### src/rtl/game_pkg.sv
// Shared definitions for the factorization game: state codes decoded by the
// answer-input, question-display, 7-segment and judge blocks, plus counter widths.
package game_pkg;

   localparam int SCORE_W = 4;
   localparam int TIME_W  = 6;

   typedef enum logic [3:0] {
      ST_IDLE     = 4'b0000,
      ST_LOAD     = 4'b0001,
      ST_QUESTION = 4'b0011,
      ST_INPUT    = 4'b0100,
      ST_JUDGE    = 4'b0101,
      ST_DRAW     = 4'b0110,
      ST_GOOD     = 4'b1000,
      ST_OUCH     = 4'b1001,
      ST_WIN      = 4'b1010,
      ST_LOSE     = 4'b1011
   } state_t;

   function automatic logic [SCORE_W-1:0] sat_inc(input logic [SCORE_W-1:0] v);
      return (v == '1) ? v : v + SCORE_W'(1);
   endfunction

endpackage

### src/rtl/game_sec_timer.sv
// One-second prescaler plus elapsed-second counter; done fires on the tick
// that completes load_val seconds. Both counters clear whenever clr is high.
module game_sec_timer
   import game_pkg::*;
#(
   parameter int TICKS_PER_SEC = 50_000_000
) (
   input  logic              CLK,
   input  logic              RST,
   input  logic              clr,
   input  logic [TIME_W-1:0] load_val,
   output logic              sec_tick,
   output logic              done
);

   localparam int PW = (TICKS_PER_SEC > 1) ? $clog2(TICKS_PER_SEC) : 1;

   logic [PW-1:0]     presc_q;
   logic [TIME_W-1:0] sec_q;

   assign sec_tick = (presc_q == PW'(TICKS_PER_SEC - 1));
   assign done     = sec_tick && (sec_q == load_val - TIME_W'(1));

   always_ff @(posedge CLK or posedge RST) begin
      if (RST) begin
         presc_q <= '0;
         sec_q   <= '0;
      end else if (clr) begin
         presc_q <= '0;
         sec_q   <= '0;
      end else if (sec_tick) begin
         presc_q <= '0;
         sec_q   <= sec_q + TIME_W'(1);
      end else begin
         presc_q <= presc_q + PW'(1);
      end
   end

endmodule

### src/rtl/game_seq_ctrl.sv
// Round sequencer for the factorization game: question load, timed phases,
// judge handshake, score/miss keeping. GAME_STREAK_EN adds a streak bonus.
//
// state    | meaning
// IDLE     | waiting for START, counters held at 0
// LOAD     | Q_REQ high until the question store answers QUE_OK
// QUESTION | question shown for QUESTION_SEC seconds
// INPUT    | player answers; TIME_LEFT counts down
// JUDGE    | waiting for JUDGE_VALID
// DRAW     | input timed out (counts as miss)
// GOOD     | correct answer shown
// OUCH     | wrong answer shown
// WIN/LOSE | game over, counters frozen until START
module game_seq_ctrl
   import game_pkg::*;
#(
   parameter int TICKS_PER_SEC = 50_000_000,
   parameter int QUESTION_SEC  = 3,
   parameter int INPUT_SEC     = 30,
   parameter int RESULT_SEC    = 2,
   parameter int WIN_SCORE     = 5,
   parameter int MAX_MISS      = 3
) (
   input  logic         CLK,
   input  logic         RST,
   input  logic         START,
   input  logic         DEC,
   input  logic         QUE_OK,
   input  logic         JUDGE_VALID,
   input  logic         JUDGE_OK,
   output logic [3:0]   STATE,
   output logic         Q_REQ,
   output logic [3:0]   SCORE,
   output logic [3:0]   MISS,
   output logic [5:0]   TIME_LEFT,
   output logic [7:0]   ROUND
);

   state_t              state_q, state_d;
   logic                tmr_clr, sec_tick, tmr_done;
   logic [TIME_W-1:0]   tmr_load;
   logic [SCORE_W-1:0]  score_q, miss_q;
   logic [TIME_W-1:0]   time_left_q;
   logic [7:0]          round_q;
   logic                q_req_q;
`ifdef GAME_STREAK_EN
   logic [1:0]          streak_q;
`endif

   // Any state change restarts the timer so each timed state lasts whole seconds.
   assign tmr_clr = (state_d != state_q);

   game_sec_timer #(.TICKS_PER_SEC(TICKS_PER_SEC)) u_sec_timer (
      .CLK      (CLK),
      .RST      (RST),
      .clr      (tmr_clr),
      .load_val (tmr_load),
      .sec_tick (sec_tick),
      .done     (tmr_done)
   );

   always_ff @(posedge CLK or posedge RST) begin
      if (RST) state_q <= ST_IDLE;
      else     state_q <= state_d;
   end

   always_comb begin
      state_d  = state_q;
      tmr_load = TIME_W'(RESULT_SEC);
      case (state_q)
         ST_IDLE:     if (START) state_d = ST_LOAD;
         ST_LOAD:     if (QUE_OK) state_d = ST_QUESTION;
         ST_QUESTION: begin
            tmr_load = TIME_W'(QUESTION_SEC);
            if (tmr_done) state_d = ST_INPUT;
         end
         ST_INPUT: begin
            if (DEC)                                 state_d = ST_JUDGE;
            else if (sec_tick && time_left_q <= 1)   state_d = ST_DRAW;
         end
         ST_JUDGE:    if (JUDGE_VALID) state_d = JUDGE_OK ? ST_GOOD : ST_OUCH;
         ST_GOOD, ST_OUCH, ST_DRAW: begin
            if (tmr_done) begin
               if (score_q >= SCORE_W'(WIN_SCORE))     state_d = ST_WIN;
               else if (miss_q >= SCORE_W'(MAX_MISS))  state_d = ST_LOSE;
               else                                    state_d = ST_LOAD;
            end
         end
         ST_WIN, ST_LOSE: if (START) state_d = ST_IDLE;
         default:     state_d = ST_IDLE;
      endcase
   end

   always_ff @(posedge CLK or posedge RST) begin
      if (RST) begin
         q_req_q     <= 1'b0;
         score_q     <= '0;
         miss_q      <= '0;
         time_left_q <= '0;
         round_q     <= '0;
`ifdef GAME_STREAK_EN
         streak_q    <= '0;
`endif
      end else begin
         q_req_q <= (state_d == ST_LOAD);
         if (state_d == ST_IDLE) begin
            score_q  <= '0;
            miss_q   <= '0;
            round_q  <= '0;
`ifdef GAME_STREAK_EN
            streak_q <= '0;
`endif
         end else if (state_d != state_q) begin
            case (state_d)
               ST_LOAD:  if (round_q != 8'hFF) round_q <= round_q + 8'd1;
               ST_INPUT: time_left_q <= TIME_W'(INPUT_SEC);
               ST_GOOD: begin
                  score_q <= sat_inc(score_q);
`ifdef GAME_STREAK_EN
                  // A winning answer ends the game, so the bonus is not applied.
                  if (streak_q == 2'd2 && sat_inc(score_q) < SCORE_W'(WIN_SCORE)) begin
                     streak_q <= '0;
                     if (miss_q != '0) miss_q <= miss_q - SCORE_W'(1);
                  end else begin
                     streak_q <= streak_q + 2'd1;
                  end
`endif
               end
               ST_OUCH: begin
                  miss_q   <= sat_inc(miss_q);
`ifdef GAME_STREAK_EN
                  streak_q <= '0;
`endif
               end
               ST_DRAW: begin
                  miss_q      <= sat_inc(miss_q);
                  time_left_q <= '0;
`ifdef GAME_STREAK_EN
                  streak_q    <= '0;
`endif
               end
               default: ;
            endcase
         end else if (state_q == ST_INPUT && sec_tick) begin
            time_left_q <= time_left_q - TIME_W'(1);
         end
      end
   end

   assign STATE     = state_q;
   assign Q_REQ     = q_req_q;
   assign SCORE     = score_q;
   assign MISS      = miss_q;
   assign TIME_LEFT = time_left_q;
   assign ROUND     = round_q;

endmodule

### config.mk
export PLATFORM = sky130hd
export DESIGN_NAME = game_seq_ctrl
export DESIGN_NICKNAME = d
export VERILOG_FILES = /design/src/rtl/game_pkg.sv /design/src/rtl/game_sec_timer.sv /design/src/rtl/game_seq_ctrl.sv
export SDC_FILE = /design/constraint.sdc
export NUM_CORES = 1
export LEC_CHECK = 0
export CAP_MARGIN = 25
export CORE_MARGIN = 5
export CORE_UTILIZATION = 59
export CTS_BUF_LIST = sky130_fd_sc_hd__clkbuf_8
export CTS_CLUSTER_DIAMETER = 30
export DETAILED_ROUTE_END_ITERATION = 10
export PLACE_DENSITY = 0.83
export REMOVE_ABC_BUFFERS = 1
export SLEW_MARGIN = 5
export SYNTH_ARGS = -nofsm -noshare
export SYNTH_HDL_FRONTEND = slang
export SYNTH_SLANG_ARGS = --single-unit
### constraint.sdc
create_clock -name CLK -period 9.03 [get_ports CLK]
set_clock_uncertainty 0.15 [all_clocks]
set_input_delay 1.806 -clock CLK [delete_from_list [all_inputs] [get_ports CLK]]
set_output_delay 1.806 -clock CLK [all_outputs]
set_load 0.01 [all_outputs]
# Yosys cells after proc, flatten, opt, wreduce, memory -nomap -nowiden
# Cells that the tools add are included.
[classes]
bitwise_logic = 1
n_mux = 32
magnitude_cmp = 3
n_reduce_logical = 19
n_eq_ne = 23
add_sub_neg = 7
[op_table]
columns = ["cell", "n"]
rows = [
  ["two-way mux 4 bit", 18],
  ["two-way mux 26 bit", 2],
  ["== test 4 bit (second input constant)", 8],
  ["two-way mux 8 bit", 4],
  ["one-hot mux 4 bit (7 select lines)", 1],
  ["adder 26 x 1 -> 26 bit (second input constant)", 1],
  ["== test 26 bit (second input constant)", 1],
  ["two-way mux 6 bit", 4],
  ["== test 4 x 3 -> 1 bit (second input constant)", 5],
  ["nonzero test 2 bit", 7],
  ["one-hot mux 6 bit (2 select lines)", 1],
  ["AND reduction 3 bit", 4],
  ["adder 4 x 1 -> 4 bit (second input constant)", 2],
  ["adder 8 x 1 -> 8 bit (second input constant)", 1],
  ["== test 4 x 1 -> 1 bit (second input constant)", 2],
  ["zero test 4 bit", 2],
  ["!= test 8 bit (second input constant)", 1],
  ["adder 6 x 1 -> 6 bit (second input constant)", 1],
  ["== test 6 bit", 1],
  ["less-or-equal comparator 6 x 1 -> 1 bit (second input constant)", 1],
  ["subtractor 6 x 1 -> 6 bit (second input constant)", 1],
  ["== test 4 x 2 -> 1 bit (second input constant)", 1],
  ["greater-or-equal comparator 4 x 2 -> 1 bit (second input constant)", 1],
  ["greater-or-equal comparator 4 x 3 -> 1 bit (second input constant)", 1],
  ["9 further kinds", 14],
]
[word_totals]
inputBits = 7
out_inout_bits = 27
reg_bits = 59

# Depth between registers and ports, before layout
# Gate-level depths: netlist of run 1.
[logic_depth]
depth_word = 12
mapped_depth = 12
ltp_nobuf = 11

# Hierarchy
# From an unflattened synthesis of run 1, not the netlist that was laid out.
[unflattened]
hier_cells = 409
area_unflattened_um2 = 3732.3
[by_module_without_submodules]
columns = ["mod", "n_inst", "area_per_inst_um2", "cells_per_inst"]
rows = [
  ["game_sec_timer", 1, 1921.8, 207],
  ["game_seq_ctrl", 1, 1810.5, 202],
]

# Worst setup path after synthesis of run 1
# Ideal clock, no wire load.
[synth_path]
kind = "in2reg"
from = "input port START"
to = "register miss_q[3], in the netlist MISS[3]"
setup_ps = 79
required_ps = 8801
path_stages = 9
setup_slack_ps = 5306
t_arrival_ps = 3494
path_cell_list = "nand3b_1 -> nand2b_1 -> nand3_1 -> a211o_2 -> a31o_1 -> o211a_2 -> buf_6 -> nor4_1 -> mux2i_1"
[synth_between]
elab_chain_cells = 6
word_cells_on_any_way = 13
cone_classes = "4 x eq/ne; 4 x mux; 5 x reduce/logical"
[synth_rtl]
columns = ["item", "line_no", "source"]
rows = [
  ["from (decl)", "game_seq_ctrl.sv:26", "input logic START,"],
  ["two-way mux 4 bit (on tied branches)", "game_seq_ctrl.sv:89, game_seq_ctrl.sv:71", ""],
  ["one-hot mux 4 bit (7 select lines) (*)", "game_seq_ctrl.sv:70", "case (state_q)"],
  ["via state_d[0]", "game_seq_ctrl.sv:39", "state_t state_q, state_d;"],
  ["== test 4 x 3 -> 1 bit / == test 4 bit (equally long branches)", "game_seq_ctrl.sv:114", "case (state_d)"],
  ["OR reduction 2 bit (no source line)", "n/a", ""],
  ["nonzero test 2 bit (no source line)", "n/a", ""],
  ["AND reduction 3 bit (no source line)", "n/a", ""],
  ["to (signal assigned)", "game_seq_ctrl.sv:130", "miss_q <= sat_inc(miss_q);"],
  ["to (signal assigned)", "game_seq_ctrl.sv:136", "miss_q <= sat_inc(miss_q);"],
  ["to (decl)", "game_seq_ctrl.sv:42", "logic [SCORE_W-1:0] score_q, miss_q;"],
]
# The timed path passes the listed nets; every way through them passes the cells marked *.
# A chain may end at the register's enable or synchronous reset.

# Worst setup path after layout of run 1
[layout_path]
from = "input port DEC"
to = "register score_q[0], in the netlist SCORE[0]"
[layout_between]
elab_chain_cells = 5
word_cells_on_any_way = 10
cone_classes = "3 x eq/ne; 3 x mux; 4 x reduce/logical"
[layout_rtl]
columns = ["item", "line_no", "source"]
rows = [
  ["from (decl)", "game_seq_ctrl.sv:27", "input logic DEC,"],
  ["two-way mux 4 bit (*)", "game_seq_ctrl.sv:78", "if (DEC) state_d = ST_JUDGE;"],
  ["one-hot mux 4 bit (7 select lines) (*)", "game_seq_ctrl.sv:70", ""],
  ["== test 4 bit (tied with other cells)", "game_seq_ctrl.sv:114", ""],
  ["nonzero test 2 bit (no source line) / != test 2 bit (equally long branches)", "n/a", ""],
  ["AND reduction 3 bit (no source line)", "n/a", ""],
  ["to (signal assigned)", "game_seq_ctrl.sv:118", "score_q <= sat_inc(score_q);"],
  ["to (decl)", "game_seq_ctrl.sv:42", ""],
]
# Every way passes the cells marked *; elsewhere a longest branch is shown, timed or not.

==> results of run 1 <==
## state kept, by name, indices dropped and copies added, names as in the netlist
signal	flops
u_sec_timer.presc_q	26
STATE	4
Q_REQ	1
u_sec_timer.sec_q	6
SCORE	4
MISS	4
ROUND	8
TIME_LEFT	6
## worst max-delay path: cells and delay by family
family | cells | cell delay, ps
compound gates | 3 | 1140
simple gates | 4 | 820
buf+inv | 2 | 770
## power by group through the flow
stage	Clock, mW	Sequential [mW]	Combinational [mW]
3_3_place_gp	0	0.340	0.348
5_1_grt	0.327	0.344	0.394
4_1_cts	0.316	0.337	0.357
2_1_floorplan	0	0.343	0.226
3_5_place_dp	0	0.341	0.354
6_report	0.312	0.338	0.356
## metal layers
layer | vias up | wire (um)
met5 | - | 0
met3 | 11 | 334
met2 | 80 | 3770
li1 | 1484 | -
met1 | 1491 | 3720
met4 | 0 | 114
## cells by family after synthesis
group | count (synthesis)
flip-flops | 59
buffers and inverters | 27
AND/OR/NAND/NOR | 189
multiplexers | 15
XOR/XNOR | 32
adder cells (fa/ha/maj) | 9
AO/OA/AOI/OAI | 56
## layout make-up
| cell class | count | area, um2 | share of cell area, % |
|---|---|---|---|
| Timing Repair Buffer | 35 | 345 | 8.12 |
| Multi-Input combinational cell | 301 | 2020 | 47.5 |
| Inverter | 15 | 56.3 | 1.32 |
| Sequential cell | 59 | 1480 | 34.7 |
| Tap cell | 75 | 93.8 | 2.21 |
| Clock buffer | 11 | 151 | 3.56 |
| Clock inverter | 5 | 108 | 2.53 |
## final timing paths
path / startpoint / endpoint / slack (ps) / cells after the start
min reg2reg: u_sec_timer.presc_q[0] / u_sec_timer.presc_q[0] / 370 / 1
min: u_sec_timer.presc_q[0] / u_sec_timer.presc_q[0] / 370 / 1
max in group asynchronous: RST / TIME_LEFT[2] / 6380 / 3
max: DEC / SCORE[0] / 4590 / 9
max reg2reg: u_sec_timer.presc_q[8] / u_sec_timer.presc_q[9] / 5040 / 8
min in group asynchronous: RST / MISS[1] / 1840 / 3
## stage by stage
stage                     cell area (um2)  cells
after floorplan                      3550    375
after global placement               3990    485
after detailed placement             3990    485
after CTS                            4250    501
after global routing                 4250    501
final                                4250    501
## synthesized netlist by cell type (4+ instances only)
master,number
mux2i_1,12
xor2_1,20
a211o_1,4
xnor2_1,12
and2_1,5
o21ai_0,4
or4_1,4
and3_1,8
buf_2,7
o31ai_1,4
inv_1,15
nand4_1,18
dfrtp_1,59
nor3_1,9
nand2b_1,10
ha_1,9
nand3_1,28
a21oi_1,14
nor2_1,45
nand2_1,29
==> metrics.md, run 1 <==
| Metric | Value |
|---|---|
| Met1 Usage GRT | `31.1%` |
| Worst slew pin tran | `934 ps` |
| Post-CTS Repair Setup Buffers | `0` |
| Post-Synth Adder-Cell Area | `3.12%` |
| Sw frac | `37.2%` |
| IO buf count | `33` |
| Gate power share | `35.4%` |
| Vias in the first global route | `2937` |
| Worst-path maximum fanout | `13` |
| Global-route wire length before repair | `13.7 mm` |
| Final Hold Slack | `375 ps` |
| XOR/XNOR Fraction of Synth Area | `7.75%` |
| Total CTS buffers | `9` |
| Period utilisation layout | `49.2%` |
| Sw power | `0.374 mW` |
| Core region area | `0.00596 mm2` |
| Grt ovf | `0` |
| Final Critical Period | `4440 ps` |
| DR DRC count | `0` |
| Status | `finished clean` |
| Leading area contributor after synthesis | `dfrtp_1` |
| Post-Syn Area per Cell | `9.34 um2` |
| PnR worst setup slack | `4590 ps` |
| Hpwl dp | `5.46 mm` |
| CTS clk-pin slew, worst paths | `70 ps` |
| Top cell type's share of synthesized area | `40.8%` |
| Detailed Route WL | `7.94 mm` |
| Post-synth ARST share | `100%` |
| Setup Crit Path Kind | `in2reg` |
| Clk_lat worst skew | `340 ps` |
| Cell Area, Synth | `0.00361 mm2` |
| GR met3 Demand/Resource | `4.00%` |
| Post-synthesis compound-gate area fraction | `11.2%` |
| Fin util | `71.4%` |
| Register area share after synthesis | `40.8%` |
| Site Rows | `28` |
| Largest family of logic cells by synthesized area | `simple AND/OR/NAND/NOR gates` |
| Crit-path cells | `clkdlybuf4s50_1, nor4b_1, and4_2, a211o_2, nor3_2, o211ai_1, buf_4, nand4_1, a2bb2oi_1` |
| Slowest cell on crit path | `o211ai_1` |
| Average wire per cell in the routed design | `15.9 um` |
| Die Wd | `88.3 um` |
| N_diodes | `0` |
| Worst setup SP type | `input pin` |
| Dpl ws | `4270 ps` |
| Setup Total Neg Slack | `0 ps` |
| CTS root buf | `clkbuf_8` |
| Met2 Track Usage GR | `34.9%` |
| Initial DRC Count | `272` |
| Die ar. | `0.00779 mm2` |
| Final total power | `1.01 mW` |
| Max-slew violation count | `0` |
| CP peak stage delay | `780 ps` |
| Worst min-delay path category | `reg2reg` |
| Syn-to-layout area delta | `17.6%` |
| TritonCTS clock tree | `built` |
| Initial DRT Pass Iterations | `4` |
| Max IR drop VDD | `170 uV` |
| Most Used Layer, Global Route | `met2` |
| Synth Instances | `387` |
| Clk buf depth | `2` |
| Commonest non-fill, non-tap cell in the layout | `dfrtp_1` |
| Int Power | `0.632 mW` |
| CTS Hold Buffers Added | `0` |
| Critical Path RT | `9130 ps` |
| Count of different cell masters after synthesis | `64` |
| Synth Area in Simple Gates | `29.6%` |
| Worst Path Arrival | `4540 ps` |
| Drt via density | `6.12` |
| Number of synthesized flops with an enable pin | `0` |
| Max_cap viols | `0` |
| Num ports | `34` |
| Max_slew headroom | `37.5%` |
| Gpl congestion | `0.899` |
| Multiplexer area fraction after synthesis | `4.26%` |
| Die Height | `88.3 um` |
| RSZ-0062 raised after global routing | `no` |
| Most frequent cells in the layout | `dfrtp_1, nor2_1, clkdlybuf4s50_1, nand2_1, nand3_1` |
| Pin count of the biggest net entering global routing | `60` |
| Top_reg_cell synth | `dfrtp_1` |
| Largest cells by area after synthesis | `dfrtp_1, xor2_1, nor2_1` |
| Leak Pwr | `1.83 nW` |
| Final hold viol count | `0` |
| Initial Utilization | `60.7%` |
| Layout cell share with drive strength beyond 1 | `10.1%` |
| Total track usage | `22.2%` |
| Antenna violations before repair | `0` |
| Clock power share | `31.0%` |
| Synth Register Bits | `59` |
| Flop pwr share | `33.6%` |
| Resize count post-CTS | `0` |
| Crit path capture type | `flop` |
| Ys Warns | `0` |
| Nets@finish | `437` |
| Remaining antenna violation count | `0` |
| Final setup violation count | `0` |
| Htree depth | `3` |
| Via count | `3066` |
| Top achievable clock speed | `225 MHz` |
| Pwr/cell area | `237 mW/mm2` |
| Fillcell total | `454` |
| TritonCTS Sinks | `59` |
(Power assumes the default switching activity.)
==> inputs of run 2 (changes only) <==
CORE_UTILIZATION = 54   (was 59)
PLACE_DENSITY = 0.8   (was 0.83)
clock period = 3.6 ns   (was 9.03 ns; I/O delays follow)
==> metrics.md, run 2 (synthesis results as in run 1) <==
| Metric | Value |
|---|---|
| Status | `finished clean` |
| Final setup violation count | `0` |
| Register area | `0.00148 mm2` |
| Drt via density | `6.01` |
| Crit path capture type | `flop` |
| Fillcell total | `510` |
| Most frequent cells in the layout | `dfrtp_1, nor2_1, clkdlybuf4s50_1, nand2_1, nand3_1` |
| Via count | `3112` |
| Site Rows | `29` |
| Max-slew violation count | `0` |
| Final Critical Period | `3450 ps` |
| Htree depth | `3` |
| Worst Path Arrival | `3570 ps` |
| Leak Pwr | `1.86 nW` |
| Final hold viol count | `0` |
| Gpl congestion | `0.891` |
| Max FFs per register | `26` |
| Worst slew pin tran | `625 ps` |
| Flop pwr share | `34.2%` |
| Fin area | `0.00431 mm2` |
| Gate power share | `42.9%` |
| Detailed Route WL | `8.32 mm` |
| Num ports | `34` |
| Initial DRT Pass Iterations | `6` |
| Int Power | `1.40 mW` |
| Period utilisation layout | `95.9%` |
| Sw frac | `41.3%` |
| Sw power | `0.984 mW` |
| TritonCTS Sinks | `59` |
| Critical Path RT | `3720 ps` |
| Top achievable clock speed | `290 MHz` |
| Hpwl dp | `5.94 mm` |
| TritonCTS clock tree | `built` |
| Die ar. | `0.00843 mm2` |
| Layout cell share with drive strength beyond 1 | `13.2%` |
| Pin count of the biggest net entering global routing | `30` |
| Clock power share | `22.9%` |
| Max_cap viols | `0` |
| Initial Utilization | `56.3%` |
| Fin util | `67.1%` |
| Placed inst area | `0.00411 mm2` |
| Die Height | `91.8 um` |
| Clk buf depth | `2` |
| Slowest cell on crit path | `or4b_4` |
| Crit-path cells | `or4b_4, nor4_4, buf_4, and4b_2, mux2_2, nor2_4, nand4_1, or4_1, a21oi_1` |
| Grt ovf | `0` |
| Commonest non-fill, non-tap cell in the layout | `dfrtp_1` |
| Max IR drop VDD | `347 uV` |
| Vias in the first global route | `2970` |
| Setup Crit Path Kind | `reg2reg` |
| Average wire per cell in the routed design | `16.1 um` |
| Syn-to-layout area delta | `19.1%` |
| Area of the multi-input gates | `0.00204 mm2` |
| Antenna violations before repair | `0` |
| Core region area | `0.00642 mm2` |
| Total CTS buffers | `9` |
| Largest register by flop count | `u_sec_timer.presc_q` |
| CTS clk-pin slew, worst paths | `80 ps` |
| Total track usage | `20.4%` |
| CTS root buf | `clkbuf_8` |
| Die Wd | `91.8 um` |
| Pwr/cell area | `554 mW/mm2` |
| Worst min-delay path category | `reg2reg` |
| Nets@finish | `452` |
| Worst setup SP type | `flop` |
| N_diodes | `0` |
| IO buf count | `33` |
| RSZ-0062 raised after global routing | `yes` |
| Initial DRC Count | `239` |
| CP peak stage delay | `570 ps` |
| Worst-path maximum fanout | `8` |
| Remaining antenna violation count | `0` |
| DR DRC count | `0` |
| Global-route wire length before repair | `14.0 mm` |
| Clk_lat worst skew | `350 ps` |
| Max_slew headroom | `58.0%` |
## run 2: metrics by stage
step           setup slack [ps]  hold WS [ps]  power, mW  instances  setup TNS [ps]
6_report                    147           375       2.39        518               0
4_1_cts                    81.8           376       2.36        518               0
3_3_place_gp                234           348       1.79        502               0
3_5_place_dp                109           366       1.81        502               0
2_1_floorplan             -42.1           326       1.43        375           -79.6
5_1_grt                   -5.95           427       2.53        518           -10.0
## run 2: repair_timing
item / in CTS / in global routing
resized for setup: 0 / 3
endpoints found under the setup margin: 0 / 23
buffers inserted: 0 / 0
hold buffers: 0 / 0
## run 2: power groups by stage
stage	registers, mW	logic [mW]	clock network [mW]
final	0.816	1.02	0.546
after global routing	0.824	1.12	0.591
after CTS	0.815	0.989	0.555
after detailed placement	0.827	0.986	0
after global placement	0.824	0.962	0
after floorplan	0.861	0.567	0
## run 2: area by class of cell
type	instances	area share (%)
Sequential cell	59	34.3
Clock inverter	7	1.25
Multi-Input combinational cell	301	47.4
Timing Repair Buffer	50	10.6
Inverter	15	1.31
Clock buffer	9	2.88
Tap cell	77	2.24
## run 2: final timing paths
check                                  startpoint                endpoint  slack, ps  cells after the start
hold / removal             u_sec_timer.presc_q[0]  u_sec_timer.presc_q[0]        370                      1
min in group asynchronous                     RST                SCORE[0]        450                      2
max in group asynchronous                     RST  u_sec_timer.presc_q[2]       2200                      3
setup reg to reg           u_sec_timer.presc_q[8]                ROUND[7]        150                      9
hold reg to reg            u_sec_timer.presc_q[0]  u_sec_timer.presc_q[0]        370                      1
setup / recovery           u_sec_timer.presc_q[8]                ROUND[7]        150                      9
## run 2: worst max-delay path, delay by kind of cell (launching register included)
family / cells / cell delay (ps)
muxes: 1 / 400
buffers and inverters: 1 / 200
and+or+nand+nor: 6 / 2030
AOI/OAI and AO/OA: 1 / 150
DFF: 1 / 440
## run 2: per-layer routing
layer  GRT usage (%)  part of all wire [%]
met5               0                     0
met3            4.34                   4.8
met1            29.0                    48
met4            7.18                  0.84
met2            30.8                    46
